`config.mk`:
```
export PLATFORM = sky130hd
export DESIGN_NAME = gba_bus_arbiter_flat
export DESIGN_NICKNAME = d
export VERILOG_FILES = /design/src/rtl/gba_bus_pkg.sv /design/src/rtl/gba_bus_arbiter_if.sv /design/src/rtl/gba_bus_mux.sv /design/src/rtl/gba_bus_arbiter.sv /design/src/flat_wrapper.sv
export SDC_FILE = /design/constraint.sdc
export NUM_CORES = 1
export LEC_CHECK = 0
export BUFFER_PORTS_ARGS = -buffer_cell sky130_fd_sc_hd__buf_2
export CAP_MARGIN = 30
export CORE_AREA = 2 2 119 121
export DETAILED_ROUTE_END_ITERATION = 7
export DIE_AREA = 0 0 121 123
export MAX_ROUTING_LAYER = met4
export PLACE_DENSITY = 0.48
export SLEW_MARGIN = 20
export SYNTH_ARGS = -nofsm -noshare
export SYNTH_HDL_FRONTEND = slang
export SYNTH_SLANG_ARGS = --single-unit
```
`constraint.sdc`:
```
create_clock -name clk -period 3.2 [get_ports clk]
set_input_delay 0.64 -clock clk [delete_from_list [all_inputs] [get_ports clk]]
set_output_delay 0.64 -clock clk [all_outputs]
set_load 0.02 [all_outputs]
```
`src/rtl/gba_bus_pkg.sv`:
```
// Shared types for the GBA system bus arbiter.
// Owner states and access-size encodings.
package gba_bus_pkg;

    typedef enum logic [1:0] {
        OWN_CPU      = 2'd0,
        OWN_DMA      = 2'd1,
        OWN_CPU_SLOT = 2'd2
    } bus_owner_t;

    localparam logic [1:0] SIZE_BYTE = 2'd0;
    localparam logic [1:0] SIZE_HALF = 2'd1;
    localparam logic [1:0] SIZE_WORD = 2'd2;

endpackage

```
`src/rtl/gba_bus_arbiter_if.sv`:
```
// CPU, DMA and memory-side bus bundle for the arbiter.
// slave: arbiter view; master: the surrounding system.
interface gba_bus_arbiter_if;

    logic [31:0] cpu_addr;
    logic [31:0] cpu_wdata;
    logic [1:0]  cpu_size;
    logic        cpu_write;
    logic [31:0] cpu_rdata;
    logic        cpu_pause;
    logic        cpu_dma_active;

    logic        dma_req;
    logic [31:0] dma_addr;
    logic [31:0] dma_wdata;
    logic [1:0]  dma_size;
    logic        dma_write;
    logic        dma_grant;
    logic [31:0] dma_rdata;
    logic        dma_pause;

    logic [31:0] bus_addr;
    logic [31:0] bus_wdata;
    logic [1:0]  bus_size;
    logic        bus_write;
    logic [31:0] bus_rdata;
    logic        bus_pause;

    modport slave (
        input  cpu_addr, cpu_wdata, cpu_size, cpu_write,
        output cpu_rdata, cpu_pause, cpu_dma_active,
        input  dma_req, dma_addr, dma_wdata, dma_size,
        input  dma_write,
        output dma_grant, dma_rdata, dma_pause,
        output bus_addr, bus_wdata, bus_size, bus_write,
        input  bus_rdata, bus_pause
    );

    modport master (
        output cpu_addr, cpu_wdata, cpu_size, cpu_write,
        input  cpu_rdata, cpu_pause, cpu_dma_active,
        output dma_req, dma_addr, dma_wdata, dma_size,
        output dma_write,
        input  dma_grant, dma_rdata, dma_pause,
        input  bus_addr, bus_wdata, bus_size, bus_write,
        output bus_rdata, bus_pause
    );

endinterface

```
`src/rtl/gba_bus_mux.sv`:
```
// Owner select of the memory bus request fields.
// In: owner, dma_req, cpu_*/dma_* request; out: bus_* request.
module gba_bus_mux
    import gba_bus_pkg::*;
(
    input  bus_owner_t  owner,
    input  logic        dma_req,
    input  logic [31:0] cpu_addr,
    input  logic [31:0] cpu_wdata,
    input  logic [1:0]  cpu_size,
    input  logic        cpu_write,
    input  logic [31:0] dma_addr,
    input  logic [31:0] dma_wdata,
    input  logic [1:0]  dma_size,
    input  logic        dma_write,
    output logic [31:0] bus_addr,
    output logic [31:0] bus_wdata,
    output logic [1:0]  bus_size,
    output logic        bus_write
);

    always_comb begin
        bus_addr  = cpu_addr;
        bus_wdata = cpu_wdata;
        bus_size  = cpu_size;
        bus_write = cpu_write;
        if (owner == OWN_DMA) begin
            bus_addr  = dma_addr;
            bus_wdata = dma_wdata;
            bus_size  = dma_size;
            // A withdrawn DMA keeps the bus until done but
            // must not commit a write.
            bus_write = dma_write & dma_req;
        end
    end

endmodule

```
`src/rtl/gba_bus_arbiter.sv`:
```
// CPU/DMA arbiter for the shared memory bus, DMA priority.
// Ports: clk, rst_b (async low), bus (slave view of bundle).
module gba_bus_arbiter
    import gba_bus_pkg::*;
#(
    parameter int unsigned MAX_DMA_RUN = 0
) (
    input  logic              clk,
    input  logic              rst_b,
    gba_bus_arbiter_if.slave  bus
);

    localparam int unsigned CLOG = $clog2(MAX_DMA_RUN + 1);
    localparam int unsigned CW   = (CLOG < 1) ? 1 : CLOG;
    localparam logic [CW-1:0] CNT_TOP = '1;
    localparam logic [CW:0]   RUN_LIM = (CW+1)'(MAX_DMA_RUN);

    bus_owner_t    state;
    logic [CW-1:0] run_cnt;
    logic [CW:0]   run_nxt;
    logic          done;
    logic          hit_limit;
    logic          is_dma;

    assign done      = ~bus.bus_pause;
    assign run_nxt   = {1'b0, run_cnt} + (CW+1)'(1);
    assign hit_limit = (MAX_DMA_RUN != 0) &&
                       (run_nxt == RUN_LIM);

    always_ff @(posedge clk or negedge rst_b) begin
        if (!rst_b) begin
            state   <= OWN_CPU;
            run_cnt <= '0;
        end else if (done) begin
            unique case (state)
                OWN_CPU: begin
                    if (bus.dma_req) begin
                        state   <= OWN_DMA;
                        run_cnt <= '0;
                    end
                end
                OWN_DMA: begin
                    if (!bus.dma_req) begin
                        state <= OWN_CPU;
                    end else begin
                        // Saturate so unlimited runs never wrap.
                        if (run_cnt != CNT_TOP)
                            run_cnt <= run_nxt[CW-1:0];
                        if (hit_limit)
                            state <= OWN_CPU_SLOT;
                    end
                end
                OWN_CPU_SLOT: begin
                    run_cnt <= '0;
                    state   <= bus.dma_req ? OWN_DMA : OWN_CPU;
                end
                default: begin
                    state   <= OWN_CPU;
                    run_cnt <= '0;
                end
            endcase
        end
    end

    assign is_dma = (state == OWN_DMA);

    assign bus.dma_grant      = is_dma;
    assign bus.cpu_dma_active = is_dma;
    assign bus.cpu_pause      = is_dma | bus.bus_pause;
    assign bus.dma_pause      = ~is_dma | bus.bus_pause;
    assign bus.cpu_rdata      = bus.bus_rdata;
    assign bus.dma_rdata      = bus.bus_rdata;

    gba_bus_mux u_mux (
        .owner     (state),
        .dma_req   (bus.dma_req),
        .cpu_addr  (bus.cpu_addr),
        .cpu_wdata (bus.cpu_wdata),
        .cpu_size  (bus.cpu_size),
        .cpu_write (bus.cpu_write),
        .dma_addr  (bus.dma_addr),
        .dma_wdata (bus.dma_wdata),
        .dma_size  (bus.dma_size),
        .dma_write (bus.dma_write),
        .bus_addr  (bus.bus_addr),
        .bus_wdata (bus.bus_wdata),
        .bus_size  (bus.bus_size),
        .bus_write (bus.bus_write)
    );

endmodule

```
`src/flat_wrapper.sv`:
```
// flat-port wrapper written by rule: the top's interface ports become plain ports
module gba_bus_arbiter_flat import gba_bus_pkg::*;
#(
    parameter int unsigned MAX_DMA_RUN = 0
)
  (clk, rst_b, bus_cpu_addr, bus_cpu_wdata, bus_cpu_size, bus_cpu_write, bus_cpu_rdata, bus_cpu_pause, bus_cpu_dma_active, bus_dma_req, bus_dma_addr, bus_dma_wdata, bus_dma_size, bus_dma_write, bus_dma_grant, bus_dma_rdata, bus_dma_pause, bus_bus_addr, bus_bus_wdata, bus_bus_size, bus_bus_write, bus_bus_rdata, bus_bus_pause);
  gba_bus_arbiter_if bus_i ();
  input  logic clk;
  input  logic rst_b;
  input wire logic [$bits(bus_i.cpu_addr)-1:0] bus_cpu_addr;
  input wire logic [$bits(bus_i.cpu_wdata)-1:0] bus_cpu_wdata;
  input wire logic [$bits(bus_i.cpu_size)-1:0] bus_cpu_size;
  input wire logic [$bits(bus_i.cpu_write)-1:0] bus_cpu_write;
  output wire logic [$bits(bus_i.cpu_rdata)-1:0] bus_cpu_rdata;
  output wire logic [$bits(bus_i.cpu_pause)-1:0] bus_cpu_pause;
  output wire logic [$bits(bus_i.cpu_dma_active)-1:0] bus_cpu_dma_active;
  input wire logic [$bits(bus_i.dma_req)-1:0] bus_dma_req;
  input wire logic [$bits(bus_i.dma_addr)-1:0] bus_dma_addr;
  input wire logic [$bits(bus_i.dma_wdata)-1:0] bus_dma_wdata;
  input wire logic [$bits(bus_i.dma_size)-1:0] bus_dma_size;
  input wire logic [$bits(bus_i.dma_write)-1:0] bus_dma_write;
  output wire logic [$bits(bus_i.dma_grant)-1:0] bus_dma_grant;
  output wire logic [$bits(bus_i.dma_rdata)-1:0] bus_dma_rdata;
  output wire logic [$bits(bus_i.dma_pause)-1:0] bus_dma_pause;
  output wire logic [$bits(bus_i.bus_addr)-1:0] bus_bus_addr;
  output wire logic [$bits(bus_i.bus_wdata)-1:0] bus_bus_wdata;
  output wire logic [$bits(bus_i.bus_size)-1:0] bus_bus_size;
  output wire logic [$bits(bus_i.bus_write)-1:0] bus_bus_write;
  input wire logic [$bits(bus_i.bus_rdata)-1:0] bus_bus_rdata;
  input wire logic [$bits(bus_i.bus_pause)-1:0] bus_bus_pause;
  assign bus_i.cpu_addr = bus_cpu_addr;
  assign bus_i.cpu_wdata = bus_cpu_wdata;
  assign bus_i.cpu_size = bus_cpu_size;
  assign bus_i.cpu_write = bus_cpu_write;
  assign bus_cpu_rdata = bus_i.cpu_rdata;
  assign bus_cpu_pause = bus_i.cpu_pause;
  assign bus_cpu_dma_active = bus_i.cpu_dma_active;
  assign bus_i.dma_req = bus_dma_req;
  assign bus_i.dma_addr = bus_dma_addr;
  assign bus_i.dma_wdata = bus_dma_wdata;
  assign bus_i.dma_size = bus_dma_size;
  assign bus_i.dma_write = bus_dma_write;
  assign bus_dma_grant = bus_i.dma_grant;
  assign bus_dma_rdata = bus_i.dma_rdata;
  assign bus_dma_pause = bus_i.dma_pause;
  assign bus_bus_addr = bus_i.bus_addr;
  assign bus_bus_wdata = bus_i.bus_wdata;
  assign bus_bus_size = bus_i.bus_size;
  assign bus_bus_write = bus_i.bus_write;
  assign bus_i.bus_rdata = bus_bus_rdata;
  assign bus_i.bus_pause = bus_bus_pause;
  gba_bus_arbiter #(.MAX_DMA_RUN(MAX_DMA_RUN)) u_core (.clk(clk), .rst_b(rst_b), .bus(bus_i));
endmodule
```
=== Word-level counts from Yosys, hierarchy flattened ===
Cells that the tools add are included.

* Logic and storage cells: 20
* Register bits after elaboration: 2

* Bitwise gates (word level): 5
* Multiplexer cells: 8
* Equal/unequal tests: 4
* Reduce and logical (&&, ||, !) cells: 2

{| class="wikitable"
|+ Operator list
! cell !! count
|-
| $mux W32 || 2
|-
| $mux W2 || 3
|-
| $pmux W2 S3 || 1
|-
| $ne A2 B2 Y1 const B || 2
|-
| $reduce_and A3 Y1 || 1
|-
| $eq A2 B1 Y1 const B || 1
|-
| $eq A2 B2 Y1 const B || 1
|-
| $logic_not A2 Y1 || 1
|-
| $mux W1 || 2
|-
| $not A1 Y1 || 2
|-
| $or A1 B1 Y1 || 2
|-
| $and A1 B1 Y1 || 1
|}

=== Depth between registers and ports, before layout ===
* Depth in word-level cells: 3
* Gate-level depth with buffers: 4

=== Modules after synthesis ===
Synthesis repeated with hierarchy kept, for this count alone.

* Cells, all modules: 147
* Area, all modules: 1521.5 um^2

{| class="wikitable"
|+ By module, submodules not included
! module !! times used !! cells each !! area an instance (um^2) !! sequential area each (um^2)
|-
| gba_bus_mux || 1 || 77 || 977.2 || 0.0
|-
| gba_bus_arbiter || 1 || 70 || 544.3 || 25.0
|}

=== Worst setup path after synthesis ===
No wires, ideal clock.

* Path kind: reg-to-output
* From: register u_core.state[0]
* To: output bus_bus_write
* Buffers on the path: 2
* Stages on the path, launching flop included: 4
* Data required time: 2.560 ns
* Data arrival time: 1.293 ns
* Setup slack: 1.267 ns
* Cell sequence: dfrtp_1 -> buf_6 -> buf_6 -> o21ai_0

* Word-level cells in the longest chain between the ends: 2

{| class="wikitable"
|+ Ends and longest elaborated chain
! element !! line !! source
|-
| from (decl) || gba_bus_arbiter.sv:18 || <nowiki>bus_owner_t state;</nowiki>
|-
| from (signal assigned) || gba_bus_arbiter.sv:55 || <nowiki>state <= bus.dma_req ? OWN_DMA : OWN_CPU;</nowiki>
|-
| $eq A2 B1 Y1 || gba_bus_mux.sv:27 || <nowiki>if (owner == OWN_DMA) begin</nowiki>
|-
| $mux W1 || gba_bus_mux.sv:27 ||
|-
| to (decl) || flat_wrapper.sv:28 || <nowiki>output wire logic [$bits(bus_i.bus_write)-1:0] bus_bus_write;</nowiki>
|}

Every way passes these cells.

=== Worst setup path after layout ===
* From: register u_core.state[0]
* To: output bus_bus_addr[24]

* Word-level cells in the longest chain between the ends: 2

{| class="wikitable"
|+ Ends and longest elaborated chain
! element !! line !! source
|-
| $eq A2 B1 Y1 || gba_bus_mux.sv:27 ||
|-
| $mux W32 || gba_bus_mux.sv:27 ||
|-
| to (decl) || flat_wrapper.sv:25 || <nowiki>output wire logic [$bits(bus_i.bus_addr)-1:0] bus_bus_addr;</nowiki>
|}

Every way passes these cells.

==> results.md <==
Critical path:
- The cell family with the largest share of critical-path delay is buffers and inverters.
- By startpoint and endpoint, the worst setup path is classified as flop to primary output.
- STA puts the critical path data required time at 2.56 ns.
- The worst setup path is launched from a flop.
- The count of buffer and inverter cells on the critical path is 2.
- STA classifies the critical path endpoint as a primary output.
- The maximum fanout along the worst path is 53.
- Traced cell by cell, the critical path runs through buf_12 > mux2_2 > buf_2.
- The data arrival at the endpoint of the critical path is 1.30 ns.
- The worst-path cell with the longest stage delay is sky130_fd_sc_hd__dfrtp_4.
- In this design, the stage delay of the slowest critical-path cell is 0.40 ns.

Final layout:
- In the final layout, the registers with the most flip-flops are u_core.state x1.
- The number of flip-flops under the largest register name was 1.
- The repair_antennas step left the layout with diodes totalling 0.
- The register ranked first by flip-flop count is u_core.state.
- After filler insertion, the fill cell instance count of the layout stands at 1511.
- The area growth from synthesis to layout is 39.69%.
- The net count of the finished layout is 455.
- The layout cell share with drive strength beyond 1 is 0.9859.
- In the layout the commonest cells are sky130_fd_sc_hd__buf_2, sky130_fd_sc_hd__mux2_4, sky130_fd_sc_hd__mux2_2.
- The most common cell after layout, fill and taps aside is sky130_fd_sc_hd__buf_2.

Timing:
- In the finished design, the share of the clock period the worst path needs comes to 0.6055.
- For the pin with the worst max-slew slack, the measured transition is 0.3778 ns.
- Setup repair after global routing left no endpoint under its margin.
- The number of pins exceeding their max-slew limit in the final report is 0.
- The number of hold-slack violations in the final timing report is 0.
- For the final database, setup skew stands at 0 ns.
- The maximum clock rate is 516.1 MHz.
- Across all hold checks on the routed design, the worst slack comes to 0.4200 ns.
- Subtracting the final worst setup slack from the clock period gives 1.938 ns.
- Setup violations remaining at the end of the flow were counted as 0.
- The worst pin sits at a relative slew slack of 0.7481.
- The final setup TNS is 0 ns.

Synthesis:
- The number of different library cells in the post-synthesis netlist is 11.
- Counting every net in the synthesized netlist gives 316.
- The count of warnings emitted by yosys is 0.
- The flip-flop and latch count after synthesis is 1.
- The share of the Yosys chip area taken by registers is 0.01489.
- The post-synthesis average cell area is 11.51 um^2.
- The post-synthesis instance area is 1680 um^2.
- Counting every instance in the synthesized netlist gives 146.

Route:
- The routed wire length per instance is 12.15 um.
- The number of remaining DRC errors is 0.
- The routed design has 5627 um of wire.
- The routed layout has 1533 vias.
- The number of DRC markers after the initial detailed-route iteration is 15.
- The number of detailed-route iterations in the first pass is 2.
- The average via count per standard cell is 3.311.
- The detail route stage leaves a number of antenna-violating nets equal to 0.

Floorplan:
- The count of boundary I/O pins is 305.
- The die span in x is 121 um.
- The floorplan step defined a die boundary enclosing 14880 um^2.
- The number of rows in the core area is 43.
- The die height is 123 um.
- The initial core utilization is 0.1234.
- The area of the core is 13610 um^2.

Clock network:
- The source-to-sink clock delay at the later pin of the worst-skew pair is 0 ns.
- The number of instances resized during post-cts repair is 0.
- The clock transition at the register clock pins on the worst setup and hold paths after CTS is 0 ns.
- Hold repair after CTS inserted 0 buffers.
- The buffers inserted during post-CTS setup optimization is 0.

Outcome:
- The flow ran to the end, and the final reports show no timing, DRC or antenna violations.

GRT:
- The total grt overflow is 0.
- The number of global-route vias before repair was 1515.
- Entering global routing, the biggest net connects 54 pins.
- The global-route wire length before repair is 7286 um.
- The total global routing track utilization is 0.06246.
- The initial antenna violation count is 0.

Place:
- In this run the tool buffered the top-level ports with 208 buffer cells.
- The placer's final routability congestion estimate is 0.6647.
- Once detailed placement completed, the half-perimeter wirelength came to 5123 um.

Pwr:
- For this design the static power due to leakage is 1.395 nW.
- The areal power density over the cells is 223.0 nW/um^2.
- The worst-case IR drop observed on VDD is 0.06944 mV.

Min path:
- The min-delay analysis places its worst path in the category primary input to async pin.

Job:
- The max-cap violation count is 0.
-- metrics by stage --
stage                 util  cells  setup slack, ns  area, um^2  power, mW
floorplan                -    146            1.267        1680     0.4990
global placement    0.1724    463            1.278        2347     0.5267
detailed placement  0.1724    463            1.274        2347     0.5322
CTS                 0.1724    463            1.270        2347     0.5328
global route        0.1724    463            1.219        2347     0.5574
finish              0.1724    463            1.262        2347     0.5235
-- cell type report --
cell class / count / area, um^2 / share of cell area
timing repair buffer: 210 / 1069 / 0.4552
multi-input combinational: 71 / 1021 / 0.4350
sequential: 1 / 28.78 / 0.01226
tap: 180 / 225.2 / 0.09595
inverter: 1 / 3.754 / 0.001599
-- worst paths after layout --
check                           startpoint          endpoint  slack [ns]  depth (start not counted)
max                        u_core.state[0]  bus_bus_addr[24]        1.26                          3
min                                  rst_b   u_core.state[0]        0.42                          1
max reg2reg                u_core.state[0]   u_core.state[0]        2.09                          2
min reg2reg                u_core.state[0]   u_core.state[0]        0.98                          2
max in group asynchronous            rst_b   u_core.state[0]        2.68                          1
min in group clk               bus_dma_req   u_core.state[0]        0.91                          2
-- where the power goes --
group	leakage [nW]	total (mW)	switching, mW	internal [mW]
Combinational	1.38	0.507	0.242	0.265
Clock	0	0	0	0
Sequential	0.0108	0.0163	0.00129	0.0150
Total	1.39	0.524	0.243	0.280
-- cells by family (layout without fill, tap and decap cells) --
kind of cell	after synthesis	in the layout	share of synthesized area
multiplexers	67	67	0.5942
buffers and inverters	74	211	0.3775
flip-flops	1	1	0.01489
AO/OA/AOI/OAI	1	1	0.002976
AND/OR/NAND/NOR	3	3	0.01043
-- Yosys cell counts (all sizes together) --
cell	number	area, um^2
buf	73	630.6
nand2b	1	6.260
o21ai	1	5.000
mux2	67	998.5
nand3	1	5.000
dfrtp	1	25.02
inv	1	3.750
or2	1	6.260
-- per-layer routing --
metal | global-route usage | part of all wire | wire, um | vias to the layer above
li1 | - | - | - | 707
met1 | 0.04975 | 0.26 | 1466 | 655
met2 | 0.1278 | 0.53 | 2970 | 126
met3 | 0.01707 | 0.16 | 892 | 45
met4 | 0.03198 | 0.053 | 297 | 0
met5 | - | 0 | 0 | -
No activity file was read; power rests on OpenSTA's default activity.
